### src/rtl/shop_port_arbiter_pkg.sv
// Shared types and constants for the shop port arbiter.
// Holds the FSM encoding, ASCII keys and default widths.
package shop_port_arbiter_pkg;

    localparam int A_W     = 56;
    localparam int U_W     = 4;
    localparam int R_W     = 72;
    localparam int OWNER_W = 2;

    localparam logic [R_W-1:0] CMD_KEY  = {40'd0, "Cmd?"};
    localparam logic [A_W-1:0] PERM_KEY = {32'd0, "Adm"};

    typedef enum logic [2:0] {
        IDLE,
        ISSUE,
        WAIT,
        RESP,
        HOLD
    } arb_state_t;

    function automatic logic [OWNER_W-1:0] rr_next(
        input logic [OWNER_W-1:0] idx,
        input int                 n
    );
        return (int'(idx) >= n - 1) ? '0 : idx + 1'b1;
    endfunction

endpackage

### src/rtl/shop_rr_arbiter.sv
// Combinational round-robin grant.
// Search starts at ptr and wraps through NUM_REQ-1 back to 0.
module shop_rr_arbiter
    import shop_port_arbiter_pkg::*;
#(
    parameter int NUM_REQ = 3
) (
    input  logic [NUM_REQ-1:0] req,
    input  logic [OWNER_W-1:0] ptr,
    output logic [NUM_REQ-1:0] gnt,
    output logic [OWNER_W-1:0] gnt_idx,
    output logic               any
);

    int k;

    always_comb begin
        gnt     = '0;
        gnt_idx = '0;
        any     = 1'b0;
        k       = 0;
        for (int i = 0; i < NUM_REQ; i++) begin
            k = int'(ptr) + i;
            if (k >= NUM_REQ) k = k - NUM_REQ;
            if (!any && req[k]) begin
                any     = 1'b1;
                gnt[k]  = 1'b1;
                gnt_idx = OWNER_W'(k);
            end
        end
    end

endmodule

### src/rtl/shop_port_arbiter.sv
// Multi-terminal arbiter in front of a single shop command port.
// One strobe in flight; multi-word sessions lock the port to the owner.
module shop_port_arbiter
    import shop_port_arbiter_pkg::*;
#(
    parameter int NUM_REQ      = 3,
    parameter int I_A_NUM_BITS = A_W,
    parameter int I_U_NUM_BITS = U_W,
    parameter int O_A_NUM_BITS = R_W,
    parameter int RESP_LAT     = 2,
    parameter int TIMEOUT      = 255
) (
    input  logic                            i_clk,
    input  logic                            i_reset_n,
    input  logic [NUM_REQ-1:0]              i_req_valid,
    input  logic [NUM_REQ-1:0]              i_req_last,
    input  logic [NUM_REQ*I_A_NUM_BITS-1:0] i_req_a,
    input  logic [NUM_REQ*I_U_NUM_BITS-1:0] i_req_u,
    output logic [NUM_REQ-1:0]              o_req_ready,
    output logic                            o_rdy,
    output logic [I_U_NUM_BITS-1:0]         o_u,
    output logic [I_A_NUM_BITS-1:0]         o_a,
    input  logic [O_A_NUM_BITS-1:0]         i_shop_a,
    output logic [NUM_REQ-1:0]              o_rsp_valid,
    output logic [O_A_NUM_BITS-1:0]         o_rsp_a,
    output logic                            o_timeout,
    output logic [OWNER_W-1:0]              o_owner
);

    arb_state_t state_q, state_d;

    logic [OWNER_W-1:0]      ptr_q, owner_q, sel_idx, rr_idx;
    logic [NUM_REQ-1:0]      rr_gnt, owner_oh, ready;
    logic                    rr_any, last_q, sel_last;
    logic                    take, capture;
    logic [2:0]              lat_q;
    logic [7:0]              idle_q;
    logic [I_A_NUM_BITS-1:0] sel_a, a_q;
    logic [I_U_NUM_BITS-1:0] sel_u, u_q;
    logic [O_A_NUM_BITS-1:0] rsp_q;

    shop_rr_arbiter #(
        .NUM_REQ(NUM_REQ)
    ) u_rr (
        .req    (i_req_valid),
        .ptr    (ptr_q),
        .gnt    (rr_gnt),
        .gnt_idx(rr_idx),
        .any    (rr_any)
    );

    assign owner_oh = NUM_REQ'(1) << owner_q;

    always_comb begin
        sel_a    = '0;
        sel_u    = '0;
        sel_last = 1'b0;
        for (int k = 0; k < NUM_REQ; k++) begin
            if (sel_idx == OWNER_W'(k)) begin
                sel_a    = i_req_a[k*I_A_NUM_BITS +: I_A_NUM_BITS];
                sel_u    = i_req_u[k*I_U_NUM_BITS +: I_U_NUM_BITS];
                sel_last = i_req_last[k];
            end
        end
    end

    always_ff @(posedge i_clk or negedge i_reset_n) begin
        if (!i_reset_n) state_q <= IDLE;
        else            state_q <= state_d;
    end

    always_comb begin
        state_d     = state_q;
        sel_idx     = owner_q;
        take        = 1'b0;
        ready       = '0;
        capture     = 1'b0;
        o_rdy       = 1'b0;
        o_rsp_valid = '0;
        o_timeout   = 1'b0;
        unique case (state_q)
            IDLE: begin
                if (rr_any) begin
                    sel_idx = rr_idx;
                    take    = 1'b1;
                    ready   = rr_gnt;
                    state_d = ISSUE;
                end
            end
            ISSUE: begin
                o_rdy   = 1'b1;
                state_d = WAIT;
            end
            WAIT: begin
                if (lat_q == 3'(RESP_LAT)) begin
                    capture = 1'b1;
                    state_d = RESP;
                end
            end
            RESP: begin
                o_rsp_valid = owner_oh;
                state_d     = last_q ? IDLE : HOLD;
            end
            HOLD: begin
                if ((i_req_valid & owner_oh) != '0) begin
                    take    = 1'b1;
                    ready   = owner_oh;
                    state_d = ISSUE;
                end else if (idle_q == 8'(TIMEOUT - 1)) begin
                    o_timeout = 1'b1;
                    state_d   = IDLE;
                end
            end
            default: state_d = IDLE;
        endcase
    end

    // Ready is combinational on valid, so keep it quiet while in reset.
    assign o_req_ready = i_reset_n ? ready : '0;

    always_ff @(posedge i_clk or negedge i_reset_n) begin
        if (!i_reset_n) begin
            ptr_q   <= '0;
            owner_q <= '0;
            last_q  <= 1'b0;
            a_q     <= '0;
            u_q     <= '0;
            lat_q   <= '0;
            idle_q  <= '0;
            rsp_q   <= '0;
        end else begin
            if (take) begin
                a_q     <= sel_a;
                u_q     <= sel_u;
                last_q  <= sel_last;
                owner_q <= sel_idx;
            end
            if (take && state_q == IDLE)
                ptr_q <= rr_next(rr_idx, NUM_REQ);
            if (state_q == ISSUE) lat_q <= 3'd1;
            else                  lat_q <= lat_q + 3'd1;
            if (state_q == RESP || take)
                idle_q <= '0;
            else if (state_q == HOLD)
                idle_q <= idle_q + 8'd1;
            if (capture) rsp_q <= i_shop_a;
        end
    end

    assign o_a     = a_q;
    assign o_u     = u_q;
    assign o_rsp_a = rsp_q;
    assign o_owner = owner_q;

endmodule

### config.mk
export PLATFORM = sky130hd
export DESIGN_NAME = shop_port_arbiter
export DESIGN_NICKNAME = d
export VERILOG_FILES = /design/src/rtl/shop_port_arbiter_pkg.sv /design/src/rtl/shop_rr_arbiter.sv /design/src/rtl/shop_port_arbiter.sv
export SDC_FILE = /design/constraint.sdc
export NUM_CORES = 1
export LEC_CHECK = 0
export CORE_AREA = 2 2 156 158
export DETAILED_ROUTE_END_ITERATION = 6
export DIE_AREA = 0 0 158 160
export GPL_TIMING_DRIVEN = 0
export PLACE_DENSITY = 0.75
export SLEW_MARGIN = 20
export SYNTH_ARGS = -nofsm -noshare
export SYNTH_HDL_FRONTEND = slang
export SYNTH_SLANG_ARGS = --single-unit
### constraint.sdc
create_clock -name i_clk -period 4 [get_ports i_clk]
set_input_delay 0.8 -clock i_clk [delete_from_list [all_inputs] [get_ports i_clk]]
set_output_delay 0.8 -clock i_clk [all_outputs]
set_load 0.01 [all_outputs]
# [Word-level counts from Yosys, hierarchy flattened]
# Cells that the tools add are included.
[word_totals] input_bits=260 reg_bits=151 elab_cells=118 out_inout_bits=142
[op_classes] eq_ne=11 shifts=1 add_sub_neg=8 n_reduce_logical=14 order_cmp=10 n_mux=62 bitwise=3
[ops] operator="2-to-1 mux 56 bit" count=3
[ops] operator=">= comparator 32 x 1 -> 1 bit (second input constant)" count=3
[ops] operator="< comparator 32 x 4 -> 1 bit (second input constant)" count=3
[ops] operator="2-to-1 mux 32 bit" count=3
[ops] operator=">= comparator 32 x 3 -> 1 bit (second input constant)" count=2
[ops] operator="subtractor 32 x 3 -> 32 bit (second input constant)" count=2
[ops] operator="2-to-1 mux 3 bit" count=13
[ops] operator="2-to-1 mux 1 bit" count=23
[ops] operator="2-to-1 mux 8 bit" count=2
[ops] operator="case mux 3 bit (5 select lines)" count=1
[ops] operator="2-to-1 mux 2 bit" count=6
[ops] operator="2-to-1 mux 4 bit" count=3
[ops] operator="== test 3 x 2 -> 1 bit (second input constant)" count=3
[ops] operator="adder 8 x 1 -> 8 bit (second input constant)" count=1
[ops] operator="== test 8 bit (second input constant)" count=1
[ops] operator="binary-select mux 1 bit (select 2 bit)" count=3
[ops] operator="demux 1 bit (select 2 bit)" count=3
[ops] operator="logical AND 1 bit" count=6
[ops] operator="bitwise OR 3 bit" count=2
[ops] operator="case mux 3 bit (2 select lines)" count=1
[ops] operator=">= comparator 2 bit (second input constant)" count=2
[ops] operator="inequality test 2 bit (second input constant)" count=2
[ops] operator="adder 2 x 1 -> 3 bit (second input constant)" count=1
[ops] operator="adder 2 x 2 -> 3 bit (second input constant)" count=1
[ops] operator="18 further kinds" count=19

# [Longest topological paths before layout]
[logic_depth] ltp_word=18 ltp_mapped=13 mapped_depth_nobuf=9

# [Modules after synthesis]
# From an unflattened synthesis, not the netlist that was laid out.
[unflattened] hier_cells=699 area_unflattened_um2=7667.4
[by_module_without_submodules] module="shop_port_arbiter" instances=1 seq_area_each_um2=3778.6 cells_each=647 area_per_inst_um2=7285.7
[by_module_without_submodules] module="shop_rr_arbiter" instances=1 seq_area_each_um2=0.0 cells_each=52 area_per_inst_um2=381.6

# [Worst setup path after synthesis]
# Ideal clock, no wire load.
[synth_timing] path_type="input -> output" start="input i_req_valid[1]" end="output o_req_ready[2]" path_stages=9 arrival_time_ns=2.586 path_slack_ns=0.614 path_cell_list="buf_2 > mux2i_1 > o21ai_1 > nor3b_2 > a21boi_0 > o32ai_1 > buf_2 > buf_2 > and3_1"
[synth_via] elab_chain_cells=13
[synth_lines] element="start: declaration" line="shop_port_arbiter.sv:15" text="input logic [NUM_REQ-1:0] i_req_valid,"
[synth_lines] element="binary-select mux 1 bit (select 2 bit)" line="shop_rr_arbiter.sv:25" text="if (!any && req[k]) begin"
[synth_lines] element="2-to-1 mux 1 bit (implied by the code) (2 in series)" line="shop_rr_arbiter.sv:25"
[synth_lines] element="2-to-1 mux 1 bit" line="shop_rr_arbiter.sv:25"
[synth_lines] element="logical NOT 1 bit" line="shop_rr_arbiter.sv:25"
[synth_lines] element="logical AND 1 bit" line="shop_rr_arbiter.sv:25"
[synth_lines] element="2-to-1 mux 1 bit" line="shop_rr_arbiter.sv:25"
[synth_lines] element="logical NOT 1 bit" line="shop_rr_arbiter.sv:25"
[synth_lines] element="logical AND 1 bit" line="shop_rr_arbiter.sv:25"
[synth_lines] element="2-to-1 mux 3 bit / 2-to-1 mux 1 bit (equally long branches)" line="shop_rr_arbiter.sv:25"
[synth_lines] element="2-to-1 mux 3 bit" line="shop_port_arbiter.sv:83" text="if (rr_any) begin"
[synth_lines] element="case mux 3 bit (2 select lines) *" line="shop_port_arbiter.sv:81" text="unique case (state_q)"
[synth_lines] element="2-to-1 mux 3 bit *" line="shop_port_arbiter.sv:119" text="assign o_req_ready = i_reset_n ? ready : '0;"
[synth_lines] element="end: declaration" line="shop_port_arbiter.sv:19" text="output logic [NUM_REQ-1:0] o_req_ready,"
# Every way passes the cells marked *; elsewhere a longest branch is shown, timed or not. The select of a mux whose other input is x is not followed.

# [Final worst setup path]
[layout_timing] start="register ptr_q[0]" end="output o_req_ready[2]"
[layout_via] elab_chain_cells=15
[layout_lines] element="start: declaration" line="shop_port_arbiter.sv:32" text="logic [OWNER_W-1:0] ptr_q, owner_q, sel_idx, rr_idx;"
[layout_lines] element="start signal: assignment" line="shop_port_arbiter.sv:139" text="ptr_q <= rr_next(rr_idx, NUM_REQ);"
[layout_lines] element="branches (longest 12 deep; another with subtractor 32 x 3 -> 32 bit)"
[layout_lines] element="2-to-1 mux 3 bit *" line="shop_port_arbiter.sv:83"
[layout_lines] element="case mux 3 bit (2 select lines) *" line="shop_port_arbiter.sv:81"
[layout_lines] element="2-to-1 mux 3 bit *" line="shop_port_arbiter.sv:119"
# Mark *: on every way between the ends. The select of a mux whose other input is x is not followed.

==> results.cfg <==
[run_status]
status = finished with violations
violations = setup timing

[routing]
vias_per_cell = 4.85
met1_length_um = 10000
wl_per_cell_um = 19.0
drt-initial-drc-count = 339
vias = 6571
antenna_left = 0
wl_met3_um = 2110
wl_um = 25700
drc = 0
top_layer = met4
route.met2.wl_um = 13000
dr.pass1.iters = 4

[synthesis]
muxShareOfSynthArea_pct = 17.8
synthTopCellsByArea = dfrtp_1, mux2_2, mux2i_1
ys_types = 53
synth-xor-area-share_pct = 1.10
syn_inst = 596
synth_edf_count = 0
yosysTopAreaCellShare_pct = 52.6
synthFlopType = dfrtp_1
synthArstFlopShare_pct = 100
syn_area_per_cell_um2 = 12.1
synthAdderAreaFrac_pct = 1.39
synth_top_family_by_area = multiplexers
yosys.area_share.simple_pct = 8.41
post_synth_instance_area_um2 = 7190
synth-seq-area-share_pct = 52.6
synth_nets = 864
synth-seq-cells = 151
synth_top_area_cell = dfrtp_1
yosys_warnings = 0
synth-compound-area-share_pct = 14.1

[cts]
cts_tree = built
clk_pin_slew_worst_paths_ps = 70
cts_hold_buf = 0
htree_levels = 4
clockBufferDepth = 2
clock-root-buffer = clkbuf_16
clk_latency_ps = 420
cts_made_buffers = 17
cts_num_sinks = 151

[place]
place_hpwl_um = 19900
place.gp.congestion = 0.824
portBuffers = 400
dpl_cell_area_um2 = 11600

[sta]
finClkSkew_ps = 12.5
rsz0062_at_grt = yes
slew_headroom_pct = 44.9
max_freq_mhz = 250
min_period_over_period_pct = 100
fin_hold_ws_ps = 326
fin_ws_ps = -4.16
slew_violations = 0
min_period_ps = 4000
setup-violations-final = 1
hold_violations = 0
tightestPinTransition_ps = 826

[die]
die_area_um2 = 25300
die_width_um = 158
rows = 57
fp.dieH_um = 160
ios = 402
core-area_um2 = 23800
initial_utilization_pct = 30.2

[setup_path]
cp_max_fo = 7
cp_slowest_stage_delay_ps = 540
arrival_ps = 3200
critPathLaunchType = register
cp_slowest_cell = clkdlybuf4s50_1
critPathRequiredTime_ps = 3200
endpoint_kind = output port
critical_path_class = register to output port
worstPathCellList = inv_1 > ha_2 > mux2i_4 > o22ai_2 > nor3b_4 > a21boi_2 > o32ai_4 > buf_6 > and3_1 > clkdlybuf4s50_1

[job]
cap_violations = 0

[power]
clkPwrFrac_pct = 15.0
ir_drop_mv = 0.422
switching_share_pct = 40.1
p_leak_nw = 5.15
p_int_mw = 6.34
pwr-share-seq_pct = 25.6
powerDensity_nw_per_um2 = 863
finalPower_mw = 10.6
p_comb_share_pct = 59.5
p_sw_mw = 4.24

[global_route]
grt.total_usage_pct = 20.0
grt_antenna_before_repair = 0
grt_pass1_vias = 6722
grt_pass1_wl_um = 38100
grt_overflow = 0
grt_start_max_net_pins = 91

[finish]
ff_latch_area_um2 = 3780
fin_area_um2 = 12300
multi_input_area_um2 = 3120
insertedDiodeCount = 0
nets = 1285
drive_gt1_share_pct = 15.1
syn_to_final_growth_pct = 70.6
fillCellCount = 2203

[worst_hold_path]
holdCritPathClass = primary input to asynchronous set/reset pin
[timing repair]
action	4_1_cts	5_1_grt
pin swaps	3	2
setup buffers	2	0
endpoints found under the setup margin	3	3
gates resized for setup	13	1
[flip-flops by register name, indices dropped and copies added, names as in the netlist]
name / count
o_rsp_a: 72
o_a: 56
state_q: 3
o_u: 4
ptr_q: 2
idle_q: 8
last_q: 1
lat_q: 3
o_owner: 2
[path summary, 6_finish.rpt]
| check | from | end | slack, ps | cells past startpoint |
|---|---|---|---|---|
| worst max-delay path | ptr_q[0] | o_req_ready[2] | -4 | 10 |
| worst min-delay path | i_reset_n | o_rsp_a[35] | 330 | 1 |
| worst max register to register | ptr_q[1] | o_a[37] | 600 | 13 |
| worst min register to register | lat_q[0] | lat_q[0] | 480 | 1 |
| max in group asynchronous | i_reset_n | o_rsp_a[15] | 2830 | 2 |
| min in group i_clk | lat_q[0] | lat_q[0] | 480 | 1 |
[power by group through the flow]
stage	sequential [mW]	clock, mW	combinational, mW
3_5_place_dp	2.72	0	6.24
4_1_cts	2.71	1.63	6.34
6_report	2.71	1.59	6.29
5_1_grt	2.79	1.70	6.75
3_3_place_gp	2.70	0	6.13
2_1_floorplan	3.00	0	3.19
[layer usage]
metal  vias to the layer above  track usage (%)
met5                         -                0
met4                         0             6.22
met3                        33             5.56
met2                       302             35.3
met1                      3202             23.4
li1                       3034                -
[cells by family after synthesis]
group	after synthesis
buffers and inverters	68
flip-flops	151
AO/OA/AOI/OAI	110
AND/OR/NAND/NOR	132
adder cells (fa/ha/maj)	8
multiplexers	118
XOR/XNOR	9
[worst max-delay path, delay by kind of cell, from the launching register on]
family	cells	cell delay (ps)
buf+inv	3	800
fa+ha+maj	1	280
flops	1	410
compound gates	3	510
mux	1	310
simple gates	2	470
[Yosys cell counts (all sizes together) (3+ instances only)]
| library cell | count |
|---|---|
| a221o | 38 |
| o21ai | 5 |
| inv | 26 |
| xnor2 | 5 |
| nor3b | 3 |
| nor2 | 86 |
| clkbuf | 21 |
| buf | 21 |
| mux2 | 77 |
| mux2i | 41 |
| ha | 8 |
| nor3 | 4 |
| nand2 | 11 |
| nand2b | 4 |
| dfrtp | 151 |
| nand4 | 4 |
| xor2 | 4 |
| a21oi | 3 |
| and3 | 4 |
| o22ai | 20 |
| nor2b | 4 |
| a221oi | 23 |
[placed cells by master, fill, tap and decap left out, types with 5 or more instances in the layout]
cell type / count
clkdlybuf4s50_1: 397
dfrtp_1: 151
nor2_1: 85
mux2_2: 77
mux2i_1: 40
a221o_1: 38
inv_1: 26
clkbuf_1: 20
o22ai_1: 19
clkbuf_16: 17
a221oi_1: 13
nand2_1: 11
a221oi_2: 10
buf_2: 7
buf_6: 7
buf_4: 7
ha_1: 7
inv_8: 6
inv_6: 6
xnor2_1: 5
[cell type report]
type | count | share of cell area (%)
Clock buffer | 17 | 3.47
Multi-Input combinational cell | 377 | 25.4
Buffer | 41 | 1.95
Inverter | 26 | 0.796
Tap cell | 324 | 3.31
Timing Repair Buffer | 403 | 33.0
Sequential cell | 151 | 30.8
Clock inverter | 15 | 1.21
[per-stage QoR]
step | worst slack (ps) | setup TNS [ps] | std cells | utilization, %
2_1_floorplan | 614 | 0 | 596 | -
3_3_place_gp | -4570 | -656610 | 1320 | 48.7
3_5_place_dp | -981 | -1070 | 1321 | 48.8
4_1_cts | 13.6 | 0 | 1354 | 51.5
5_1_grt | -154 | -325 | 1354 | 51.5
6_report | -4.16 | -4.16 | 1354 | 51.5
Note: power is estimated with default switching activity, not from simulation.
==> variant: new RTL, same settings <==
Reset style: synchronous (`i_reset_n`), changed in 2 clocked blocks.
--- a/src/rtl/shop_port_arbiter.sv
+++ b/src/rtl/shop_port_arbiter.sv
@@ -66,3 +66,3 @@
 
-    always_ff @(posedge i_clk or negedge i_reset_n) begin
+    always_ff @(posedge i_clk) begin
         if (!i_reset_n) state_q <= IDLE;
@@ -120,3 +120,3 @@
 
-    always_ff @(posedge i_clk or negedge i_reset_n) begin
+    always_ff @(posedge i_clk) begin
         if (!i_reset_n) begin
Check against the original RTL: differs if i_reset_n is asserted again (counterexample within 4 cycles, from zero or initial values and one cycle with i_reset_n low); with i_reset_n held inactive, the same outputs for 4 cycles.
==> variant against the original RTL <==
  * Cell area shrank 3.0%
  * Via count grew 8.7%
  * Critical endpoint unchanged
  * Area after synthesis shrank 4.7%
  * Routed wire length shrank 1.7%
  * Highest routed layer unchanged
  * Worst setup slack gained 0.18 ns
  * Sequential cell count is the same
  * Cell count grew 13%
Power is not compared: it rests on default switching activity, and its combinational part moved more than twofold at a synthesized area within 25%.
==> variant: results (changes against the original RTL) <==
- Post-DP HPWL: 19.79 mm (was 19.94 mm)
- Most numerous cell in the Yosys netlist: nand2_1 (was dfrtp_1)
- Worst path slowest cell: o31a_1 (was clkdlybuf4s50_1)
- CP peak stage delay: 0.36 ns (was 0.54 ns)
- Dominant cells by area after synthesis: dfxtp_1 (44%), nand2_1 (10%), mux2i_1 (9.4%), a21boi_0 (8.1%), o221ai_1 (4.2%) (was dfrtp_1 (53%), mux2_2 (12%), mux2i_1 (5.6%), a221o_1 (5.3%), nor2_1 (4.4%))
- Met2 wire length: 12.63 mm (was 13.00 mm)
- Largest net degree at the start of global routing: 17 (was 91)
- Wire per inst: 16.48 um (was 19.01 um)
- Placed cells: 1,506 (was 1,321)
- Vias: 7,144 (was 6,571)
- Type of the most critical hold path: flop to flop (was input port to asynchronous set/reset pin)
- Post CTS Setup Buffer Count: 0 (was 2)
- Setup Skew: 0.009949 ns (was 0.01253 ns)
- Synth cell count leaders: nand2_1 (190), dfxtp_1 (151), a21boi_0 (74) (was dfrtp_1 (151), nor2_1 (85), mux2_2 (77))
- GRT Util Overall: 19.21% (was 20.00%)
- Setup slack at placement: -0.3122 ns (was -0.9814 ns)
- Metal-1 WL: 10.61 mm (was 10.02 mm)
- DP Area: 11,260 sq um (was 11,630 sq um)
- WP data arrival: 3.02 ns (was 3.20 ns)
- First-pass GRT wire length: 37.84 mm (was 38.07 mm)
- Final setup viols: 0 (was 1)
- Sequential share of the synthesized area: 44.13% (was 52.58%)
- Filler cell count: 2,296 (was 2,203)
- Worst reg2reg startpoint: ptr_q[0] (was ptr_q[1])
- Post_cts resized: 8 (was 13)
- RePlAce Congestion: 0.8533 (was 0.8239)
- Count of port buffers added during placement: 399 (was 400)
- Ys flop type: dfxtp_1 (was dfrtp_1)
- Reg2Reg Depth: 9 (was 13)
- Outcome: finished clean (was finished with violations)
- CP max FO: 10 (was 7)
## variant: worst max-delay path: cells and delay by family, from the launching register on
kind                     cells  cell delay [ns]
buffers and inverters        4             0.76
AO/OA/AOI/OAI                3             0.75
flip-flops                   1             0.32
multiplexers                 1             0.30
adder cells (fa/ha/maj)      1             0.29
AND/OR/NAND/NOR              1             0.17
## variant: cell type report
class | count | share of cell area [%]
flip-flops and latches | 151 | 25.41
clock buffers | 17 | 3.576
well taps | 324 | 3.408
inverters | 41 | 1.294
plain buffers | 60 | 2.409
repair buffers | 400 | 33.64
multi-input cells | 530 | 28.80
clock inverters | 13 | 1.462
## variant: cell families after synthesis
family	count (synthesis)	synth area share, %
buffers and inverters	101	6.338
multiplexers	66	9.881
flip-flops	151	44.13
AO/OA/AOI/OAI	195	21.53
XOR/XNOR	10	1.279
AND/OR/NAND/NOR	251	15.38
adder cells (fa/ha/maj)	8	1.461
